==> config.mk <==
export PLATFORM = sky130hd
export DESIGN_NAME = debug_uart_rx
export DESIGN_NICKNAME = d
export VERILOG_FILES = /design/src/rtl/debug_uart_rx_pkg.sv /design/src/rtl/debug_uart_rx_baud_gen.sv /design/src/rtl/debug_uart_rx.sv
export SDC_FILE = /design/constraint.sdc
export NUM_CORES = 1
export LEC_CHECK = 0
export ABC_CLOCK_PERIOD_IN_PS = 3200
export BUFFER_PORTS_ARGS = -buffer_cell sky130_fd_sc_hd__buf_2
export CAP_MARGIN = 10
export CORE_ASPECT_RATIO = 0.7
export CORE_UTILIZATION = 60
export CTS_BUF_LIST = sky130_fd_sc_hd__clkbuf_4 sky130_fd_sc_hd__clkbuf_8
export DETAILED_ROUTE_END_ITERATION = 12
export PLACE_DENSITY = 0.79
export SYNTH_ARGS = -nofsm -noshare
export SYNTH_HDL_FRONTEND = slang
export SYNTH_SLANG_ARGS = --single-unit
==> constraint.sdc <==
create_clock -name clk -period 3.2 [get_ports clk]
set_input_delay 0 -clock clk [delete_from_list [all_inputs] [get_ports clk]]
set_output_delay 0 -clock clk [all_outputs]
set_load 0.005 [all_outputs]
==> src/rtl/debug_uart_rx_pkg.sv <==
// Shared types and constants for the debug-port UART receiver.
// Included by debug_baud_gen and debug_uart_rx.
package debug_uart_pkg;

  typedef enum logic [1:0] {
    IDLE  = 2'd0,
    START = 2'd1,
    DATA  = 2'd2,
    STOP  = 2'd3
  } rx_state_e;

  localparam int OVS       = 16;
  localparam int MID_TICK  = 8;
  localparam int DATA_BITS = 8;

  localparam logic [1:0] RX_SEL_NONE = 2'd0;
  localparam logic [1:0] RX_SEL_RX1  = 2'd1;
  localparam logic [1:0] RX_SEL_RX2  = 2'd2;
  localparam logic [1:0] RX_SEL_RX3  = 2'd3;

  function automatic logic maj3(
    input logic a,
    input logic b,
    input logic c
  );
    return (a & b) | (a & c) | (b & c);
  endfunction

endpackage

==> src/rtl/debug_uart_rx_baud_gen.sv <==
// 16x oversampling tick generator: one tick every 2*div_q clocks.
// restart re-phases the count to the detected start edge.
module debug_baud_gen
  import debug_uart_pkg::*;
#(
  parameter int DIV_W = 8
) (
  input  logic             clk,
  input  logic             rst,
  input  logic [DIV_W-1:0] div_q,
  input  logic             restart,
  input  logic             enable,
  output logic             tick
);

  localparam logic [DIV_W:0] ONE = (DIV_W+1)'(1);

  logic [DIV_W:0] cnt_q;
  logic [DIV_W:0] cnt_d;
  logic [DIV_W:0] cnt_top;

  assign cnt_top = {div_q, 1'b0} - ONE;

  assign tick = enable && !restart &&
                (div_q != '0) &&
                (cnt_q == cnt_top);

  always_comb begin
    cnt_d = cnt_q;
    if (restart || !enable) begin
      cnt_d = '0;
    end else if (tick) begin
      cnt_d = '0;
    end else begin
      cnt_d = cnt_q + ONE;
    end
  end

  always_ff @(posedge clk) begin
    if (rst) begin
      cnt_q <= '0;
    end else begin
      cnt_q <= cnt_d;
    end
  end

endmodule

==> src/rtl/debug_uart_rx.sv <==
// Debug-port 8N1 UART receiver fed by the auto-baud detector.
// DEBUG_UART_RX_MAJORITY_EN: 3-sample majority bit decisions.
module debug_uart_rx
  import debug_uart_pkg::*;
#(
  parameter int             DIV_W   = 8,
  parameter logic [DIV_W-1:0] RST_DIV = '0
) (
  input  logic             clk,
  input  logic             rst,
  input  logic             div_wr,
  input  logic [DIV_W-1:0] div,
  input  logic [1:0]       rx_sel,
  input  logic             rx1,
  input  logic             rx2,
  input  logic             rx3,
  output logic [7:0]       rx_data,
  output logic             rx_valid,
  input  logic             rx_ready,
  output logic             frame_err,
  output logic             overrun,
  output logic             busy
);

  localparam logic [3:0] MID_LAST = 4'(MID_TICK - 1);
  localparam logic [3:0] OVS_LAST = 4'(OVS - 1);
  localparam logic [2:0] BIT_LAST = 3'(DATA_BITS - 1);

  rx_state_e state_q;
  rx_state_e state_d;

  logic [DIV_W-1:0] div_q;
  logic [DIV_W-1:0] div_d;
  logic             sync1_q;
  logic             sync2_q;
  logic             line_q;
  logic [3:0]       tick_cnt_q;
  logic [3:0]       tick_cnt_d;
  logic [2:0]       bit_idx_q;
  logic [2:0]       bit_idx_d;
  logic [7:0]       shift_q;
  logic [7:0]       shift_d;
  logic             deliver_q;
  logic             deliver_d;
  logic             frame_err_q;
  logic             frame_err_d;
  logic [7:0]       rx_data_q;
  logic [7:0]       rx_data_d;
  logic             rx_valid_q;
  logic             rx_valid_d;
  logic             overrun_q;
  logic             overrun_d;
`ifdef DEBUG_UART_RX_MAJORITY_EN
  logic [1:0]       hist_q;
  logic [1:0]       hist_d;
`endif

  logic pin_mux;
  logic fall;
  logic bit_val;
  logic tick;
  logic restart;
  logic hs;

  always_comb begin
    pin_mux = 1'b1;
    unique case (1'b1)
      (rx_sel == RX_SEL_RX1): pin_mux = rx1;
      (rx_sel == RX_SEL_RX2): pin_mux = rx2;
      (rx_sel == RX_SEL_RX3): pin_mux = rx3;
      default:                pin_mux = 1'b1;
    endcase
  end

  assign fall = line_q & ~sync2_q;

`ifdef DEBUG_UART_RX_MAJORITY_EN
  // history holds the two previous ticks' samples
  assign bit_val = maj3(hist_q[1], hist_q[0], sync2_q);
`else
  assign bit_val = sync2_q;
`endif

  debug_baud_gen #(
    .DIV_W (DIV_W)
  ) u_baud (
    .clk     (clk),
    .rst     (rst),
    .div_q   (div_q),
    .restart (restart),
    .enable  (state_q != IDLE),
    .tick    (tick)
  );

  assign div_d = div_wr ? div : div_q;

  always_comb begin
    state_d     = state_q;
    tick_cnt_d  = tick_cnt_q;
    bit_idx_d   = bit_idx_q;
    shift_d     = shift_q;
    deliver_d   = 1'b0;
    frame_err_d = 1'b0;
    restart     = 1'b0;
`ifdef DEBUG_UART_RX_MAJORITY_EN
    hist_d      = hist_q;
    if (tick && state_q != IDLE) begin
      hist_d = {hist_q[0], sync2_q};
    end
`endif
    unique case (state_q)
      IDLE: begin
        if (fall && div_q != '0) begin
          state_d    = START;
          restart    = 1'b1;
          tick_cnt_d = '0;
        end
      end
      START: begin
        if (tick) begin
          if (tick_cnt_q == MID_LAST) begin
            tick_cnt_d = '0;
            bit_idx_d  = '0;
            state_d    = bit_val ? IDLE : DATA;
          end else begin
            tick_cnt_d = tick_cnt_q + 4'd1;
          end
        end
      end
      DATA: begin
        if (tick) begin
          if (tick_cnt_q == OVS_LAST) begin
            tick_cnt_d         = '0;
            shift_d[bit_idx_q] = bit_val;
            if (bit_idx_q == BIT_LAST) begin
              state_d = STOP;
            end else begin
              bit_idx_d = bit_idx_q + 3'd1;
            end
          end else begin
            tick_cnt_d = tick_cnt_q + 4'd1;
          end
        end
      end
      STOP: begin
        if (tick) begin
          if (tick_cnt_q == OVS_LAST) begin
            tick_cnt_d  = '0;
            state_d     = IDLE;
            deliver_d   = bit_val;
            frame_err_d = ~bit_val;
          end else begin
            tick_cnt_d = tick_cnt_q + 4'd1;
          end
        end
      end
      default: state_d = IDLE;
    endcase
    // a new divisor invalidates whatever was being sampled
    if (div_wr) begin
      state_d     = IDLE;
      restart     = 1'b0;
      deliver_d   = 1'b0;
      frame_err_d = 1'b0;
    end
  end

  assign hs = rx_valid_q & rx_ready;

  always_comb begin
    rx_data_d  = rx_data_q;
    rx_valid_d = rx_valid_q;
    overrun_d  = overrun_q;
    if (hs) begin
      rx_valid_d = 1'b0;
      overrun_d  = 1'b0;
    end
    if (deliver_q) begin
      if (!rx_valid_q || rx_ready) begin
        rx_data_d  = shift_q;
        rx_valid_d = 1'b1;
      end else begin
        overrun_d = 1'b1;
      end
    end
  end

  always_ff @(posedge clk) begin
    if (rst) begin
      div_q       <= RST_DIV;
      sync1_q     <= 1'b1;
      sync2_q     <= 1'b1;
      line_q      <= 1'b1;
      state_q     <= IDLE;
      tick_cnt_q  <= '0;
      bit_idx_q   <= '0;
      shift_q     <= '0;
      deliver_q   <= 1'b0;
      frame_err_q <= 1'b0;
      rx_data_q   <= '0;
      rx_valid_q  <= 1'b0;
      overrun_q   <= 1'b0;
`ifdef DEBUG_UART_RX_MAJORITY_EN
      hist_q      <= 2'b11;
`endif
    end else begin
      div_q       <= div_d;
      sync1_q     <= pin_mux;
      sync2_q     <= sync1_q;
      line_q      <= sync2_q;
      state_q     <= state_d;
      tick_cnt_q  <= tick_cnt_d;
      bit_idx_q   <= bit_idx_d;
      shift_q     <= shift_d;
      deliver_q   <= deliver_d;
      frame_err_q <= frame_err_d;
      rx_data_q   <= rx_data_d;
      rx_valid_q  <= rx_valid_d;
      overrun_q   <= overrun_d;
`ifdef DEBUG_UART_RX_MAJORITY_EN
      hist_q      <= hist_d;
`endif
    end
  end

  assign rx_data   = rx_data_q;
  assign rx_valid  = rx_valid_q;
  assign frame_err = frame_err_q;
  assign overrun   = overrun_q;
  assign busy      = (state_q != IDLE);

endmodule
==> flow_metrics.env, run 1 <==
export IMPL_h_tree_depth=2
export IMPL_drtAntennaViolNets=0
export IMPL_ys_async_sr_fraction=0
export IMPL_io_buffer_count=28
export IMPL_syn_num_nets=289
export IMPL_dp_hpwl_um=3610
export IMPL_die_area_mm2=0.00429
export IMPL_r2r_end="shift_q[0]$_SDFFE_PP0P_"
export IMPL_ctsLongestPathBuffers=2
export IMPL_rr_startpoint="div_q[0]$_SDFFE_PP0P_"
export IMPL_num_vias=2024
export IMPL_clk_latency_ns=0.30
export IMPL_ys_types=49
export IMPL_fin_crit_sh=0.912
export IMPL_routabilityCongestion=0.879
export IMPL_ys_warn_count=0
export IMPL_antenna_found_initial=0
export IMPL_worst_path_largest_cell_delay_ns=0.50
export IMPL_synth_top_cell_by_area="dfxtp_1"
export IMPL_rsz0062_at_grt="no"
export IMPL_coreArea_mm2=0.00369
export IMPL_synth_seq_cells=49
export IMPL_crit_path_start_kind="flip-flop"
export IMPL_drt_iter0_drc=195
export IMPL_postCtsHoldBufs=11
export IMPL_setup_tns_ns=0
export IMPL_powerDensity_mw_per_mm2=417
export IMPL_drc=0
export IMPL_postPlaceCellArea_mm2=0.00257
export IMPL_drive_gt1_frac=0.169
export IMPL_relSlewSlack=0.357
export IMPL_hold_class="in2reg"
export IMPL_clkSinkCount=49
export IMPL_rows=18
export IMPL_finClkSkew_ns=0.0105
export IMPL_tightest_slew_ns=0.959
export IMPL_numCtsBuffers=5
export IMPL_grt_pass1_vias=1790
export IMPL_critPathBufInv=2
export IMPL_final_hold_viol_count=0
export IMPL_end_kind="flip-flop"
export IMPL_critical_path_max_fanout=10
export IMPL_grt_overflow=0
export IMPL_status="finished, final reports clean"
export IMPL_wl_per_cell_um=14.8
export IMPL_grt_pass1_wl_um=8580
export IMPL_yosysSeqAreaShare=0.406
export IMPL_synthFlopType="dfxtp_1"
export IMPL_power_total_w=0.00116
export IMPL_worstHoldStart="div_wr"
export IMPL_clk_pin_slew_ns=0.09
export IMPL_cts_root_buffer_cell="clkbuf_8"
export IMPL_ir_worst_vdd_v=0.000320
export IMPL_totalWireLength_um=5200
export IMPL_cp_top_family="compound AO/OA/AOI/OAI gates"
export IMPL_hold_ws_ns=0.164
export IMPL_setup_viol=0
export IMPL_syn_instance_count=267
export IMPL_critical_path_class="reg2reg"
export IMPL_grt_max_degree=32
export IMPL_cts_resized=0
export IMPL_firstDrtPassIters=5
export IMPL_die_h_um=55.1
export IMPL_drv_slew=0
export IMPL_cts_tree="yes"
export IMPL_rr_worst_depth=9
export IMPL_cp_arrival_ns=3.15
export IMPL_holdPathStages=3
export IMPL_io_pins=29
export IMPL_n_fill_cell=278
export IMPL_synth_area_mm2=0.00242
export IMPL_yosysTopAreaCellShare=0.406
export IMPL_grt_use_total=0.266
export IMPL_postLayoutCellArea_mm2=0.00279
export IMPL_crit_chain="inv_1, ha_1, o21bai_1, a2111oi_0, a311oi_1, a211oi_4, buf_4, and4_1, mux2i_1"
export IMPL_post_route_min_period_ns=2.92
export IMPL_die_x_um=77.9
export IMPL_multi_input_area_mm2=0.00133
export IMPL_syn_avg_cell_area_um2=9.06
export IMPL_leakage_nw=1.22
export IMPL_nets=324
export IMPL_synth_area_top_cells="dfxtp_1, mux2i_1, nor2_1, nand2_1, xnor2_1"
export IMPL_max_freq_ghz=0.343
export IMPL_synth_edff_count=0
export IMPL_initial_core_util=0.655
export IMPL_n_antenna_cell=0
export IMPL_post_cts_setup_buffers=0
export IMPL_area_growth_syn_to_layout_pct=15.2
export IMPL_min_to="div_q[2]$_SDFFE_PP0P_"
export IMPL_ff2ff_setup_slack_ns=0.28
export IMPL_regArea_um2=981
export IMPL_crit_required_ns=3.43
export IMPL_maxCapViolations=0
export IMPL_vias_per_cell=5.75
export IMPL_critPathSlowestCell="dfxtp_1"
-- routing by layer --
layer / track usage / routed length [um] / vias to the layer above
met5: 0 / 0 / -
met3: 0.0492 / 374 / 4
met4: 0.0881 / 44 / 0
met1: 0.396 / 2770 / 921
met2: 0.385 / 2010 / 92
li1: - / - / 1007
-- cell usage after synthesis (2+ instances only) --
cell / count
nor2_1: 33
xor2_1: 9
nand2_1: 21
a211oi_1: 2
nand2b_1: 4
nor3_1: 8
ha_1: 5
nor3_2: 2
nand4_1: 9
xnor2_1: 9
buf_6: 2
or2_2: 2
dfxtp_1: 49
nor4b_1: 2
nand3_1: 14
and3_1: 2
and2_1: 3
o211ai_1: 2
o31ai_1: 3
a31oi_1: 3
clkbuf_1: 8
nor4_1: 2
o21ai_0: 3
a211o_2: 4
o21bai_1: 2
a21oi_1: 4
o2bb2ai_1: 2
mux2i_1: 26
inv_1: 11
nor3b_1: 2
-- layout make-up --
cell class	count	share of cell area
Multi-Input combinational cell	194	0.478
Sequential cell	49	0.352
Timing Repair Buffer	40	0.0925
Clock buffer	5	0.0247
Tap cell	50	0.0225
Inverter	12	0.0162
Clock inverter	2	0.0139
-- logic make-up (layout without fill, tap and decap cells) --
family,count (synthesis),after routing,synth area share
simple gates,113,113,0.249
flops,49,49,0.406
compound gates,32,32,0.103
mux,26,26,0.108
buf+inv,24,59,0.0440
xor+xnor,18,18,0.0652
fa+ha+maj,5,5,0.0259
-- worst reg2reg max path, stage by stage, from the launching register on --
cell and delay, ns:
dfxtp_1 0.50, inv_1 0.08, ha_1 0.31, o21bai_1 0.21, a2111oi_0 0.47, a311oi_1 0.16, a211oi_4 0.48, buf_4 0.26
and4_1 0.21, mux2i_1 0.17
-- registers in the layout, indices dropped and copies added, names as in the netlist, named ones only --
signal / count
u_baud.cnt_q: 9
div_q: 8
rx_data: 8
shift_q: 8
tick_cnt_q: 4
bit_idx_q: 3
bit_val: 1
deliver_q: 1
frame_err: 1
line_q: 1
overrun: 1
rx_valid: 1
state_q: 1
sync1_q: 1
-- worst max path at each step --
| stage | startpoint | to | slack [ns] | depth (start not counted) |
|---|---|---|---|---|
| 2_1_floorplan | div_q[0]$_SDFFE_PP0P_ | tick_cnt_q[2]$_SDFFE_PP0P_ | 0.81 | 10 |
| 3_3_place_gp | div_q[0]$_SDFFE_PP0P_ | shift_q[0]$_SDFFE_PP0P_ | 0.54 | 9 |
| 3_5_place_dp | div_q[0]$_SDFFE_PP0P_ | shift_q[0]$_SDFFE_PP0P_ | 0.37 | 9 |
| 4_1_cts | div_q[0]$_SDFFE_PP0P_ | shift_q[0]$_SDFFE_PP0P_ | 0.34 | 9 |
| 5_1_grt | div_q[0]$_SDFFE_PP0P_ | shift_q[0]$_SDFFE_PP0P_ | 0.01 | 9 |
| 6_report | div_q[0]$_SDFFE_PP0P_ | shift_q[0]$_SDFFE_PP0P_ | 0.28 | 9 |
-- cell usage in the layout, fill, tap and decap left out, types with 3 or more instances in the layout --
cell / count
a211o_2: 4
nand3_1: 14
a31oi_1: 3
xor2_1: 9
a21oi_1: 4
o21ai_0: 3
nand2_1: 21
o31ai_1: 3
nand4_1: 9
nor2_1: 33
nand2b_1: 4
ha_1: 5
buf_2: 28
dlygate4sd3_1: 11
clkbuf_8: 5
dfxtp_1: 49
inv_1: 11
and2_1: 3
xnor2_1: 9
nor3_1: 8
mux2i_1: 26
-- metrics by stage --
stage	setup WS, ns	instances	utilization
after detailed placement	0.368	334	0.695
after CTS	0.336	352	0.754
after floorplan	0.805	267	-
after global routing	0.0101	352	0.754
after global placement	0.544	334	0.695
final	0.281	352	0.754
-- power breakdown --
part / leakage, nW / switching, W / total, W / internal (W)
sequential: 0.397 / 0.0000125 / 0.000630 / 0.000617
combinational: 0.765 / 0.0000519 / 0.000100 / 0.0000485
clock: 0.0546 / 0.000200 / 0.000431 / 0.000231
Note: power is estimated with default switching activity, not from simulation.
==> run 2, diff against run 1 <==
Settings changed: CORE_UTILIZATION 60 to 57, CTS_BUF_LIST sky130_fd_sc_hd__clkbuf_4 sky130_fd_sc_hd__clkbuf_8 to unset, PLACE_DENSITY 0.79 to 0.75.
==> run 2 against run 1 <==
Effect of this change:
- cell area down 0.99%
- clock power is 16% lower
- die area is 5.1% higher
- total power down 6.1%
- via count fell by 0.84%
- setup slack gained 0.14 ns
==> flow_metrics.env, run 2 (synthesis results as in run 1) <==
export IMPL_status="finished, final reports clean"
export IMPL_clkPwrFrac=0.334
export IMPL_crit_path_start_kind="flip-flop"
export IMPL_num_vias=2007
export IMPL_final_hold_viol_count=0
export IMPL_drt_iter0_drc=165
export IMPL_drtAntennaViolNets=0
export IMPL_p_int_w=0.000819
export IMPL_initial_core_util=0.606
export IMPL_post_cts_setup_buffers=0
export IMPL_hold_ws_ns=0.00716
export IMPL_leakage_nw=1.19
export IMPL_sw_frac_of_total=0.250
export IMPL_rsz0062_at_grt="no"
export IMPL_cts_tree="yes"
export IMPL_die_h_um=56.5
export IMPL_relSlewSlack=0.337
export IMPL_rows=19
export IMPL_tightest_slew_ns=0.989
export IMPL_max_flop_register="u_baud.cnt_q"
export IMPL_largest_register_ff_count=9
export IMPL_max_freq_ghz=0.360
export IMPL_h_tree_depth=2
export IMPL_grt_pass1_vias=1761
export IMPL_grt_max_degree=32
export IMPL_vias_per_cell=5.67
export IMPL_drv_slew=0
export IMPL_maxCapViolations=0
export IMPL_mostFrequentLayoutCell="dfxtp_1"
export IMPL_hold_class="in2reg"
export IMPL_setup_viol=0
export IMPL_io_buffer_count=28
export IMPL_routabilityCongestion=0.842
export IMPL_critical_path_max_fanout=10
export IMPL_io_pins=29
export IMPL_grt_overflow=0
export IMPL_numCtsBuffers=5
export IMPL_wl_per_cell_um=14.4
export IMPL_critical_path_class="reg2reg"
export IMPL_totalWireLength_um=5100
export IMPL_cts_root_buffer_cell="clkbuf_8"
export IMPL_clk_pin_slew_ns=0.09
export IMPL_drc=0
export IMPL_dp_hpwl_um=3610
export IMPL_nets=323
export IMPL_ctsLongestPathBuffers=2
export IMPL_p_switching_w=0.000272
export IMPL_n_antenna_cell=0
export IMPL_clk_latency_ns=0.30
export IMPL_grt_pass1_wl_um=8310
export IMPL_final_util=0.690
export IMPL_die_x_um=79.9
export IMPL_grt_use_total=0.239
export IMPL_area_growth_syn_to_layout_pct=14.0
export IMPL_die_area_mm2=0.00451
export IMPL_finClkSkew_ns=0.00430
export IMPL_layout_common_cells="dfxtp_1, nor2_1, buf_2"
export IMPL_setup_tns_ns=0
export IMPL_comb_power_share=0.089
export IMPL_powerDensity_mw_per_mm2=396
export IMPL_antenna_found_initial=0
export IMPL_crit_required_ns=3.43
export IMPL_clkSinkCount=49
export IMPL_fin_crit_sh=0.868
export IMPL_postCtsHoldBufs=10
export IMPL_power_total_w=0.00109
export IMPL_p_seq_frac=0.577
export IMPL_post_route_min_period_ns=2.78
export IMPL_end_kind="flip-flop"
export IMPL_ir_worst_vdd_v=0.000308
export IMPL_cts_resized=0
export IMPL_firstDrtPassIters=4
export IMPL_coreArea_mm2=0.00399
export IMPL_drive_gt1_frac=0.169
export IMPL_cp_arrival_ns=3.01
-- run 2: layout make-up --
cell class	count	area (um2)
clock buffers	6	72.6
inverters	12	45.0
well taps	52	65.1
multi-input cells	194	1330
clock inverters	2	15.0
flip-flops and latches	49	981
repair buffers	39	248
fillers	322	1240
-- run 2: metal layers --
| layer | up-vias | wire length, um | GRT usage |
|---|---|---|---|
| met5 | - | 0 | 0 |
| met4 | 0 | 16 | 0.0536 |
| met3 | 2 | 320 | 0.0537 |
| met2 | 59 | 1950 | 0.310 |
| met1 | 933 | 2810 | 0.388 |
| li1 | 1013 | - | - |
-- run 2: final timing paths --
kind | from | end | slack, ns | cells after the start
worst min register to register | sync1_q$_SDFF_PP1_ | bit_val$_SDFF_PP1_ | 0.42 | 1
worst max-delay path | div_q[0]$_SDFFE_PP0P_ | shift_q[0]$_SDFFE_PP0P_ | 0.42 | 9
worst max register to register | div_q[0]$_SDFFE_PP0P_ | shift_q[0]$_SDFFE_PP0P_ | 0.42 | 9
worst min-delay path | rx_sel[1] | sync1_q$_SDFF_PP1_ | 0.007 | 4
-- run 2: power groups by stage --
stage                     Combinational (W)  Sequential, W  Clock [W]
after floorplan                   0.0000684       0.000639          0
after global placement            0.0000863       0.000643          0
after detailed placement          0.0000870       0.000644          0
after CTS                         0.0000967       0.000629   0.000372
after global routing               0.000108       0.000631   0.000400
final                             0.0000971       0.000630   0.000364
-- run 2: through the flow --
stage | instance area, um2 | worst slack [ns] | instances
CTS | 2760 | 0.449 | 354
global placement | 2570 | 0.546 | 336
finish | 2760 | 0.423 | 354
detailed placement | 2570 | 0.467 | 336
global route | 2760 | 0.163 | 354
floorplan | 2420 | 0.805 | 267
-- run 2: critical path, stage by stage (launching register included) --
cell and delay (ns):
dfxtp_1 0.48, inv_1 0.08, ha_1 0.31, o21bai_1 0.19, a2111oi_0 0.39, a311oi_1 0.15
a211oi_4 0.45, buf_4 0.26, and4_1 0.21, mux2i_1 0.18
